--- src/rtl/lsb_param.sv ---
// lsb_param: LED / switch / button peripheral with a small register map.
//
// Every raw switch and button goes through its own two-flop synchroniser
// and a saturating debounce counter. A button press (debounced 0->1) latches
// a sticky event bit. irq is the OR of all pending events.
//
// Ports
//   clk, rst      sole clock (rising edge), synchronous active-high reset
//   wr            one-cycle write strobe
//   addr          register select
//   wdata, rdata  write data / combinational read data
//   hwbtn, hwswi  raw asynchronous buttons / switches
//   leds          LED register
//   btn, swi      debounced buttons / switches
//   irq           OR of pending press events
//
// Register map
//   addr | write                         | read
//   0    | leds <= wdata                 | leds
//   1    | leds <= leds | wdata          | {swi @16, btn @0}
//   2    | leds <= leds & ~wdata         | ev
//   3    | ev   <= ev & ~wdata (W1C)     | {NBTN @16, NSWI @8, NLED @0}
module lsb_param #(
  parameter int NLED = 8,
  parameter int NSWI = 8,
  parameter int NBTN = 5,
  parameter int DBW  = 16
) (
  input  logic            clk,
  input  logic            rst,
  input  logic            wr,
  input  logic [1:0]      addr,
  input  logic [31:0]     wdata,
  output logic [31:0]     rdata,
  input  logic [NBTN-1:0] hwbtn,
  input  logic [NSWI-1:0] hwswi,
  output logic [NLED-1:0] leds,
  output logic [NBTN-1:0] btn,
  output logic [NSWI-1:0] swi,
  output logic            irq
);

  if (NLED < 1 || NLED > 32 || NSWI < 1 || NSWI > 16 ||
      NBTN < 1 || NBTN > 16 || DBW < 2 || DBW > 24) begin : g_param_check
    $error("lsb_param: parameter out of range");
  end

  // Buttons occupy the low bits of the combined input vector.
  localparam int NIN = NBTN + NSWI;
  localparam logic [DBW-1:0] CNT_MAX = '1;

  logic [NIN-1:0]  sync1_q, sync2_q, deb_q;
  logic [DBW-1:0]  cnt_q [NIN];
  logic [NBTN-1:0] btn_dly_q;
  logic [NLED-1:0] leds_q, leds_d;
  logic [NBTN-1:0] ev_q, ev_d, ev_clr, btn_rise;

  // Synchronisers and debouncers. The counter only runs while the
  // synchronised pin disagrees with the debounced state, and saturates at
  // MAX where the new value is accepted, so it never wraps.
  always_ff @(posedge clk) begin
    if (rst) begin
      sync1_q <= '0;
      sync2_q <= '0;
      deb_q   <= '0;
      for (int i = 0; i < NIN; i++) cnt_q[i] <= '0;
    end else begin
      sync1_q <= {hwswi, hwbtn};
      sync2_q <= sync1_q;
      for (int i = 0; i < NIN; i++) begin
        if (sync2_q[i] == deb_q[i]) begin
          cnt_q[i] <= '0;
        end else if (cnt_q[i] == CNT_MAX) begin
          deb_q[i] <= sync2_q[i];
          cnt_q[i] <= '0;
        end else begin
          cnt_q[i] <= cnt_q[i] + DBW'(1);
        end
      end
    end
  end

  // Delayed copy of the debounced buttons: the event bit is set on the edge
  // after a rise is visible on btn.
  assign btn_rise = deb_q[NBTN-1:0] & ~btn_dly_q;

  always_comb begin
    leds_d = leds_q;
    ev_clr = '0;
    if (wr) begin
      case (addr)
        2'd0: leds_d = NLED'(wdata);
        2'd1: leds_d = leds_q | NLED'(wdata);
        2'd2: leds_d = leds_q & ~NLED'(wdata);
        2'd3: ev_clr = NBTN'(wdata);
        default: ;
      endcase
    end
    // A new press wins over a simultaneous clear.
    ev_d = (ev_q & ~ev_clr) | btn_rise;
  end

  always_ff @(posedge clk) begin
    if (rst) begin
      leds_q    <= '0;
      ev_q      <= '0;
      btn_dly_q <= '0;
    end else begin
      leds_q    <= leds_d;
      ev_q      <= ev_d;
      btn_dly_q <= deb_q[NBTN-1:0];
    end
  end

  always_comb begin
    rdata = '0;
    case (addr)
      2'd0: rdata = 32'(leds_q);
      2'd1: rdata = (32'(deb_q[NIN-1:NBTN]) << 16) | 32'(deb_q[NBTN-1:0]);
      2'd2: rdata = 32'(ev_q);
      2'd3: rdata = {8'd0, 8'(NBTN), 8'(NSWI), 8'(NLED)};
      default: rdata = '0;
    endcase
  end

  assign leds = leds_q;
  assign btn  = deb_q[NBTN-1:0];
  assign swi  = deb_q[NIN-1:NBTN];
  assign irq  = |ev_q;

endmodule

--- config.mk ---
export PLATFORM = sky130hd
export DESIGN_NAME = lsb_param
export DESIGN_NICKNAME = d
export VERILOG_FILES = /design/src/rtl/lsb_param.sv
export SDC_FILE = /design/constraint.sdc
export NUM_CORES = 1
export LEC_CHECK = 0
export ABC_AREA = 1
export CORE_MARGIN = 8
export CORE_UTILIZATION = 54
export CTS_CLUSTER_DIAMETER = 80
export DETAILED_ROUTE_END_ITERATION = 8
export HOLD_SLACK_MARGIN = 0.05
export PLACE_DENSITY = 0.74
export SYNTH_ARGS = -nofsm -noshare
export SYNTH_HDL_FRONTEND = slang
export SYNTH_SLANG_ARGS = --single-unit
--- constraint.sdc ---
create_clock -name clk -period 1.95 [get_ports clk]
set_input_delay 0.195 -clock clk [delete_from_list [all_inputs] [get_ports clk]]
set_output_delay 0.195 -clock clk [all_outputs]
set_load 0.05 [all_outputs]
* Yosys cells after proc, flatten, opt, wreduce, memory -nomap -nowiden
Memories as Yosys holds them, arrays and structs flattened.
Cells that the tools add are included.
** Storage, ports and cells
- Bits in registers :: 57
- Bits in writable memories :: 208
- Input bits :: 50
- Output and inout bits :: 54
- Word-level logic and storage cells :: 327
- Memories :: 1
** Cells by class
- Add/subtract/negate cells :: 13
- Equal/unequal tests :: 29
- Multiplexer cells :: 188
- Bitwise gates (word level) :: 61
- Reductions and logical operators :: 17
** Memories
- cnt_q :: words 13, bits a word 16, read ports 13, clocked after Yosys merged registers in 0, write ports 13, line 53 : logic [DBW-1:0] cnt_q [NIN];
** Operator list (number)
- $mux 16 :: 39
- $add 16x1->16 const B :: 13
- $eq 16x16->1 const B :: 13
- $mux 1 :: 145
- $pmux 32 s4 :: 1
- $or 1x1->1 :: 39
- $reduce_and 2->1 :: 14
- $or 24x5->24 :: 1
- $pmux 8 s3 :: 1
- $eq 1x1->1 :: 13
- $not 1->1 :: 13
- $and 5x5->5 :: 2
- $mux 5 :: 2
- $not 5->5 :: 2
- $and 8x8->8 :: 1
- $not 8->8 :: 1
- $or 8x8->8 :: 1
- $or 5x5->5 :: 1
- $reduce_or 5->1 :: 1
- $eq 2x2->1 const B :: 2
- $reduce_bool 3->1 :: 1
- $eq 2x1->1 const B :: 1
- $logic_not 2->1 :: 1

* Depth between registers and ports, before layout
Gate-level depths: netlist of run 1.
- Word-level depth :: 7
- Gate-level depth with buffers :: 8
- Depth with buffers taken out :: 8

* Worst setup path after synthesis of run 1
No wires, ideal clock.
- Path type :: reg-to-output
- Start point :: register leds_q[2], in the netlist leds[2]
- End point :: output rdata[2]
- Arrival time :: 1.845 ns
- Data required time :: 1.755 ns
- Path slack :: -0.090 ns
- Cell stages (with the launch flop) :: 3
- Buffers on the path :: 0
- Path through :: dfxtp_1 inv_1 o21ai_0
** On the way
- Cells in the longest elaborated chain, start to end :: 1
** RTL lines
- start, declared :: line 55 : logic [NLED-1:0] leds_q, leds_d;
- start signal, assigned :: line 109 : leds_q <= leds_d;
- $pmux 32 s4 :: line 117 : case (addr)
- end, declared :: line 34 : output logic [31:0] rdata,
Every way passes these cells. The select of a mux whose other input is x is not followed.

* Final worst setup path of run 1
- Start point :: register ev_q[1]
- End point :: output irq
** On the way
- Cells in the longest elaborated chain, start to end :: 1
** RTL lines
- start, declared :: line 56 : logic [NBTN-1:0] ev_q, ev_d, ev_clr, btn_rise;
- start signal, assigned :: line 110 : ev_q <= ev_d;
- $reduce_or 5->1 :: line 129 : assign irq = |ev_q;
- end, declared :: line 40 : output logic irq
Every way passes these cells.

==> results of run 1 <==
## Yosys cell counts, types with 2 or more instances
library cell	instances
o21ai_2	2
xnor2_1	35
conb_1	2
or2_0	12
a22oi_1	5
and2_1	2
o21ai_0	47
a21oi_1	81
buf_2	6
nor2_2	32
nand4_1	43
clkbuf_1	3
o22ai_1	7
ha_1	18
nand4_2	8
o21bai_1	11
nand3_1	59
inv_1	189
nand3b_1	2
nand3_2	13
dfxtp_1	57
nor2_4	13
buf_6	10
nand2_1	356
or2_2	4
edfxtp_1	208
nor3_1	23
nor2_1	330
nand2_2	12
xor2_1	61
buf_4	17
## power groups by stage
stage	Combinational [W]	Sequential (W)	Clock, W
after floorplan	0.000594	0.00661	0
after global placement	0.000810	0.00662	0
after detailed placement	0.000827	0.00663	0
after CTS	0.000832	0.00651	0.00581
after global routing	0.000942	0.00654	0.00602
final	0.000839	0.00651	0.00567
## sequential cells by signal, indices dropped and copies added, names as in the netlist
signal,cells
cnt_q,208
deb_q,13
sync1_q,13
sync2_q,13
leds,8
btn_dly_q,5
ev_q,5
## worst max-delay path, delay by kind of cell (launching register included)
family / cells / cell delay, ns
buffers and inverters: 1 / 0.44
DFF: 1 / 0.33
and+or+nand+nor: 2 / 0.35
## metal layers
metal  vias to the layer above  global-route usage
met4                         0              0.0423
met3                        45              0.0306
li1                       5851                   -
met5                         -                   0
met2                       195               0.302
met1                      5114               0.206
## layout by cell type, fill, tap and decap left out, types with 32 or more instances in the layout
cell type | Yosys | final
nand2_1 | 356 | 356
nor2_1 | 330 | 330
conb_1 | 2 | 223
edfxtp_1 | 208 | 208
inv_1 | 189 | 188
a21oi_1 | 81 | 81
xor2_1 | 61 | 61
nand3_1 | 59 | 59
dfxtp_1 | 57 | 57
o21ai_0 | 47 | 46
nand4_1 | 43 | 43
xnor2_1 | 35 | 35
nor2_2 | 32 | 32
## final cells by class
class                      instances  area (µm²)  share of cell area
inverter                         190         713              0.0411
timing repair buffer              84         941              0.0543
clock buffer                      44         915              0.0528
sequential                       265        7390               0.426
tap                              341         427              0.0246
multi-input combinational       1405        6840               0.395
clock inverter                    12         109             0.00628
## path summary, 6_finish.rpt
path,startpoint,endpoint,slack [ns],cells after the start
setup / recovery,ev_q[1]$_SDFF_PP0_,irq,0.08,3
hold / removal,hwbtn[1],sync1_q[1]$_SDFF_PP0_,0.16,3
setup reg to reg,cnt_q[0][32]$_SDFFCE_PN0P_,cnt_q[0][43]$_SDFFCE_PN0P_,0.19,6
hold reg to reg,sync1_q[1]$_SDFF_PP0_,sync2_q[1]$_SDFF_PP0_,0.40,2
## logic make-up (layout without fill, tap and decap cells)
logic type,count (synthesis),in the layout
AND/OR/NAND/NOR,914,914
flip-flops,265,265
buffers and inverters,228,330
AO/OA/AOI/OAI,154,154
XOR/XNOR,96,96
adder cells (fa/ha/maj),18,18
other,2,223
## metrics by stage
| stage | cell area (µm²) | cells |
|---|---|---|
| after CTS | 17300 | 2341 |
| after global placement | 16300 | 2284 |
| after detailed placement | 16300 | 2284 |
| final | 17300 | 2341 |
| after global routing | 17300 | 2341 |
| after floorplan | 15300 | 1898 |
## timing repair
item / in CTS / in global routing
hold buffers: 1 / 0
setup buffers: 0 / 0
gates resized for setup: 20 / 2
endpoints found under the setup margin: 21 / 7
cloned: 0 / 0
endpoints found under the hold margin: 2 / 0
==> out/metrics.cfg, run 1 <==
[power_and_ir_drop]
p_switching_w=0.00294
swShare=0.226
power_density_mw_per_mm2=752
p_seq_frac=0.500
power_frac_comb=0.064
clkPwrFrac=0.435
p_leak_nw=7.15
intPower_w=0.0101
finalPower_w=0.0130
ir_worst_vdd_v=0.000604

[timing]
drv_slew=0
finClkSkew_ns=0.0127
fin_setup_tns_ns=0
maxSlewHeadroom=0.662
finalCritPeriodShare=0.960
rsz0062_at_grt=false
whs_ns=0.155
finalHoldViolCount=0
worst_pin_slew_ns=0.509
max_freq_mhz=534
setup_violations=0
layout_setup_ws_ns=0.0778
period_needed_ns=1.87

[global_route]
grt_pass1_wl_um=47200
antenna_found_initial=0
track_usage=0.168
grt_overflow=0
grt_max_degree=37
grt_pass1_vias=10794

[clock_network]
cts_max_path_buffers=3
numClockSinks=265
cts_tree=done
clkTransAtPathRegs_ns=0.06
htreeDepth=1
cts-root-buf=clkbuf_16
insertion_delay_ns=0.55
cts_buffers=30

[setup_path]
crit_required_ns=1.75
slowest_delay_ns=0.44
slowest_stage=dlygate4sd2_1
cp.arrival_ns=1.68
path_cells=nor3_1 > nand3_1 > dlygate4sd2_1
cp-end-kind=primary output
worst_setup_path_start_kind=register
worst-setup-path-type=register to primary output
crit_fanout=3

[detailed_routing]
drcViolationCount=0
ant_nets=0
drt_iter0_drc=625
via_per_inst=4.79
firstDrtPassIters=5
top_layer=met4
wirelength_um=27400
wl_met1_um=12200
met3_length_um=1320
dr_total_vias=11205
wl_met2_um=13400
wl_per_cell_um=11.7

[synth]
yosysWarnings=0
yosys.area_share.adder=0.0156
synth-edff-count=208
ys_types=40
synth_top_area_cell=edfxtp_1
synthArstFlopShare=0
synthMuxAreaShare=0
ys_seq_area_frac=0.512
synth_flop_cell=edfxtp_1
post_synth_and_or_nand_nor_area_fraction=0.285
syn_area_mm2=0.0144
synth_top_family_by_area=simple AND/OR/NAND/NOR gates
synth-seq-cells=265
postSynthCellCount=1677
synth_top_area_share=0.433
synth-compound-area-share=0.0575
synthXorXnorAreaFrac=0.0583
syn_area_per_cell_um2=8.60
synth.area.top_cells=edfxtp_1 (43%), nand2_1 (9.3%), nor2_1 (8.6%)

[place]
dpl.hpwl_um=20300
port_buffers=64
gp_congestion=0.850
place_ws_ns=-0.137

[floorplan]
die_x_um=179
io_pins=104
start_util=0.543
dieArea_mm2=0.0322
core_area_mm2=0.0266
chipHeight_um=179
num_rows=60

[final_layout]
drive_gt1_frac=0.0905
syn2layout_area_growth_pct=20.2
fin_util=0.652
fillers=2254
antenna_cells=0
final_nets=2044

[job]
max_cap_viol_count=0

[hold_path]
min_path_type=primary input to register

[run_status]
status=completed

Power figures use the tool's default switching activity.
==> run 2, diff against run 1 <==
- CORE_ASPECT_RATIO: default -> 1.4
- DONT_BUFFER_PORTS: default -> 1
- PLACE_DENSITY: 0.74 -> 0.69
==> out/metrics.cfg, run 2 (same netlist as run 1, synthesis figures left out) <==
[clock_network]
cts-root-buf=clkbuf_16  ; unchanged
cts_max_path_buffers=3  ; unchanged
numClockSinks=265  ; unchanged
post_cts_buffers=0  ; unchanged
htreeDepth=1  ; unchanged
cts_buffers=29  ; was 30
clkTransAtPathRegs_ns=0.06  ; about the same
cts_tree=done  ; unchanged
insertion_delay_ns=0.56  ; was 0.55 ns

[final_layout]
fillers=2296  ; was 2254
mostFrequentLayoutCells=nand2_1 (356), nor2_1 (330), conb_1 (223)  ; unchanged
fin_area_mm2=0.0170  ; was 0.0173 mm²
antenna_cells=0  ; unchanged
final_common_cell=nand2_1  ; unchanged
drive_gt1_frac=0.0883  ; was 0.0905
syn2layout_area_growth_pct=17.5  ; was 20.2%
final_nets=2028  ; was 2044
registers.top_by_ff_count=cnt_q  ; unchanged
largest_reg_flops=208  ; unchanged
fin_util=0.638  ; was 0.652

[setup_path]
crit_fanout=3  ; unchanged
crit_end=rdata[4]  ; was irq
setup.worst_path.start=deb_q[4]$_SDFFE_PP0P_  ; was ev_q[1]$_SDFF_PP0_
rr_endpoint=cnt_q[0][66]$_SDFFCE_PN0P_  ; was cnt_q[0][43]$_SDFFCE_PN0P_
cp-end-kind=primary output  ; unchanged
reg2reg_depth=6  ; unchanged
worst_setup_path_start_kind=register  ; unchanged
crit_required_ns=1.75  ; about the same
r2r-start=cnt_q[0][64]$_SDFFCE_PN0P_  ; was cnt_q[0][32]$_SDFFCE_PN0P_
reg2reg_slack_ns=0.21  ; was 0.19 ns
cp.arrival_ns=1.61  ; was 1.68 ns
worst-setup-path-type=register to primary output  ; unchanged

[timing]
drv_slew=0  ; unchanged
period_needed_ns=1.80  ; was 1.87 ns
max_freq_mhz=555  ; was 534 MHz
layout_setup_ws_ns=0.148  ; was 0.0778 ns
rsz0062_at_grt=false  ; unchanged
finClkSkew_ns=0.0115  ; was 0.0127 ns
finalCritPeriodShare=0.924  ; was 0.960
maxSlewHeadroom=0.629  ; was 0.662
fin_setup_tns_ns=0  ; unchanged
worst_pin_slew_ns=0.555  ; was 0.509 ns
setup_violations=0  ; unchanged
finalHoldViolCount=0  ; unchanged

[floorplan]
core_area_mm2=0.0266  ; about the same
die_x_um=154  ; was 179 µm
start_util=0.543  ; about the same
dieArea_mm2=0.0323  ; was 0.0322 mm²
io_pins=104  ; unchanged
num_rows=71  ; was 60
chipHeight_um=209  ; was 179 µm

[place]
gp_congestion=0.850  ; about the same
placed_area_mm2=0.0157  ; was 0.0163 mm²
dpl.hpwl_um=19800  ; was 20300 µm
port_buffers=0  ; was 64
place_ws_ns=0.200  ; was -0.137 ns

[detailed_routing]
firstDrtPassIters=4  ; was 5
wl_per_cell_um=11.7  ; about the same
wirelength_um=27100  ; was 27400 µm
ant_nets=0  ; unchanged
dr_total_vias=11207  ; was 11205
via_per_inst=4.85  ; was 4.79
drt_iter0_drc=471  ; was 625
drcViolationCount=0  ; unchanged

[global_route]
track_usage=0.171  ; was 0.168
grt_pass1_vias=10905  ; was 10794
grt_max_degree=45  ; was 37
antenna_found_initial=0  ; unchanged
grt_pass1_wl_um=47000  ; was 47200 µm
grt_overflow=0  ; unchanged

[job]
max_cap_viol_count=0  ; unchanged

[run_status]
status=completed  ; unchanged

[hold_path]
min_path_type=primary input to register  ; unchanged

[power_and_ir_drop]
finalPower_w=0.0129  ; was 0.0130 W
p_leak_nw=6.95  ; was 7.15 nW
power_density_mw_per_mm2=762  ; was 752 mW/mm²
ir_worst_vdd_v=0.000675  ; was 0.000604 V

-- run 2: per-stage QoR --
stage               instances  hold slack, ns
floorplan                1898           0.302
global placement         2231           0.274
detailed placement       2231           0.274
CTS                      2311          0.0869
global route             2311           0.125
finish                   2311           0.116
-- run 2: repair_timing --
item | 4_1_cts | 5_1_grt
hold buffers | 26 | 0
endpoints found under the setup margin | 0 | 1
gates resized for setup | 0 | 2
hold endpoints to repair | 51 | 0
-- run 2: final cells by class --
type	instances	area [µm²]	area share
flip-flops and latches	265	7390	0.436
well taps	328	410	0.0242
inverters	190	716	0.0422
multi-input cells	1405	6840	0.403
clock inverters	6	86.3	0.00509
repair buffers	69	606	0.0357
clock buffers	48	911	0.0537
-- run 2: worst min path at each step --
stage	start	to	slack, ns	depth (start not counted)
after global routing	rst	cnt_q[1][32]$_SDFFCE_PP0P_	0.13	3
after global placement	rst	leds[7]$_SDFFE_PP0P_	0.27	1
after CTS	rst	cnt_q[1][33]$_SDFFCE_PP0P_	0.09	3
final	rst	cnt_q[1][33]$_SDFFCE_PP0P_	0.12	3
after detailed placement	rst	sync1_q[10]$_SDFF_PP0_	0.27	1
after floorplan	hwbtn[0]	sync1_q[0]$_SDFF_PP0_	0.30	2
-- run 2: where the power goes --
group          switching (W)  internal (W)  total, W
clock network        0.00217       0.00344   0.00561
registers           0.000194       0.00631   0.00651
logic               0.000548      0.000248  0.000796
-- run 2: worst max-delay path: stages, from the launching register on --
cell and delay, ns:
dfxtp_1 0.36, buf_4 0.23, nand2_1 0.07, a22oi_1 0.17, buf_4 0.22
-- run 2: per-layer routing --
layer	part of all wire	GRT usage	vias to the layer above
met5	0	0	-
met4	0.024	0.0583	0
met3	0.048	0.0296	50
met2	0.51	0.313	166
met1	0.42	0.196	5184
li1	-	-	5807
==> run 3, diff against run 2 <==
- CORE_ASPECT_RATIO: 1.4 -> default
- SETUP_SLACK_MARGIN: default -> 0.3
==> out/metrics.cfg, run 3 (same netlist as run 1, synthesis figures left out) <==
[detailed_routing]
drt_iter0_drc=735  ; was 471
via_per_inst=4.82  ; was 4.85
wl_per_cell_um=12.4  ; was 11.7 µm
wirelength_um=29600  ; was 27100 µm
firstDrtPassIters=5  ; was 4
dr_total_vias=11461  ; was 11207
ant_nets=0  ; unchanged
drcViolationCount=0  ; unchanged

[timing]
max_freq_mhz=598  ; was 555 MHz
finalHoldViolCount=0  ; unchanged
finalCritPeriodShare=0.857  ; was 0.924
rsz0062_at_grt=true  ; was false
drv_slew=0  ; unchanged
period_needed_ns=1.67  ; was 1.80 ns
finClkSkew_ns=0.00649  ; was 0.0115 ns
maxSlewHeadroom=0.628  ; was 0.629
worst_pin_slew_ns=0.557  ; was 0.555 ns
fin_setup_tns_ns=0  ; unchanged
setup_violations=0  ; unchanged

[hold_path]
min_path_type=primary input to register  ; unchanged

[final_layout]
mostFrequentLayoutCells=nand2_1 (352), nor2_1 (329), conb_1 (223)  ; was nand2_1 (356), nor2_1 (330), conb_1 (223)
final_nets=2081  ; was 2028
registers.top_by_ff_count=cnt_q  ; unchanged
fillers=2192  ; was 2296
syn2layout_area_growth_pct=24.2  ; was 17.5%
final_common_cell=nand2_1  ; unchanged
drive_gt1_frac=0.139  ; was 0.0883
final_cells=2378  ; was 2311
largest_reg_flops=208  ; unchanged
antenna_cells=0  ; unchanged

[setup_path]
worst_setup_path_start_kind=register  ; unchanged
crit_required_ns=1.75  ; about the same
cp.arrival_ns=1.48  ; was 1.61 ns
crit_fanout=3  ; unchanged
worst-setup-path-type=register to primary output  ; unchanged
cp-end-kind=primary output  ; unchanged

[global_route]
grt_max_degree=40  ; was 45
grt_overflow=0  ; unchanged
grt_pass1_wl_um=48100  ; was 47000 µm
antenna_found_initial=0  ; unchanged
grt_pass1_vias=10619  ; was 10905
track_usage=0.173  ; was 0.171

[power_and_ir_drop]
ir_worst_vdd_v=0.000646  ; was 0.000675 V
power_density_mw_per_mm2=720  ; was 762 mW/mm²
p_leak_nw=7.32  ; was 6.95 nW

[floorplan]
io_pins=104  ; unchanged
core_area_mm2=0.0266  ; about the same
die_x_um=179  ; was 154 µm
dieArea_mm2=0.0322  ; was 0.0323 mm²
chipHeight_um=179  ; was 209 µm
start_util=0.543  ; about the same
num_rows=60  ; was 71

[run_status]
status=completed  ; unchanged

[clock_network]
numClockSinks=265  ; unchanged
insertion_delay_ns=0.55  ; was 0.56 ns
cts_buffers=30  ; was 29
cts_tree=done  ; unchanged
clkTransAtPathRegs_ns=0.06  ; about the same
cts_max_path_buffers=3  ; unchanged
cts-root-buf=clkbuf_16  ; unchanged
htreeDepth=1  ; unchanged

[place]
gp_congestion=0.838  ; was 0.850
port_buffers=0  ; unchanged
post-place-cells=2252  ; was 2231
dpl.hpwl_um=20100  ; was 19800 µm

[job]
max_cap_viol_count=0  ; unchanged

[run 3: stage by stage]
step	worst slack [ns]	total power, W	util	hold slack [ns]	cell area (µm²)
after floorplan	0.274	0.00720	-	0.302	15300
after global placement	0.241	0.00735	0.596	0.273	15800
after detailed placement	0.184	0.00737	0.596	0.277	15800
after CTS	0.214	0.0130	0.649	0.0666	17300
after global routing	0.206	0.0134	0.674	0.0824	17900
final	0.278	0.0129	0.674	0.0799	17900
[run 3: critical path: stages, from the launching register on]
cell     delay (ns)
dfxtp_4        0.36
buf_12         0.14
nand2_4        0.05
a22oi_2        0.21
buf_12         0.17
[run 3: routing by layer]
| metal | vias to the layer above | wire (µm) | track usage |
|---|---|---|---|
| li1 | 5943 | - | - |
| met1 | 5268 | 12800 | 0.215 |
| met2 | 203 | 14400 | 0.304 |
| met3 | 47 | 1720 | 0.0347 |
| met4 | 0 | 653 | 0.0423 |
| met5 | - | 0 | 0 |
[run 3: final timing paths]
path | slack (ns) | startpoint | to | cells after the start
max | 0.28 | deb_q[0]$_SDFFE_PP0P_ | rdata[0] | 4
max reg2reg | 0.33 | cnt_q[1][32]$_SDFFCE_PP0P_ | cnt_q[1][45]$_SDFFCE_PP0P_ | 6
min reg2reg | 0.40 | sync1_q[4]$_SDFF_PP0_ | sync2_q[4]$_SDFF_PP0_ | 2
min | 0.08 | rst | cnt_q[1][64]$_SDFFCE_PP0P_ | 3
[run 3: layout make-up]
type                    instances  area [µm²]  area share
clock buffers                  43         892      0.0498
repair buffers                113        1090      0.0611
flip-flops and latches        265        7410       0.413
clock inverters                13        90.1     0.00503
well taps                     341         427      0.0238
inverters                     190         723      0.0404
multi-input cells            1413        7290       0.407
[run 3: report_power, final]
part | internal (W) | switching, W
clock network | 0.00329 | 0.00220
registers | 0.00631 | 0.000206
logic | 0.000299 | 0.000587
[run 3: repair_timing]
item                                    4_1_cts  5_1_grt
hold buffers                                 27        0
endpoints found under the setup margin       94      218
pin swaps                                     5       37
setup buffers                                 2       31
gates cloned                                  1        9
hold endpoints to repair                     52        0
gates resized for setup                      32       83
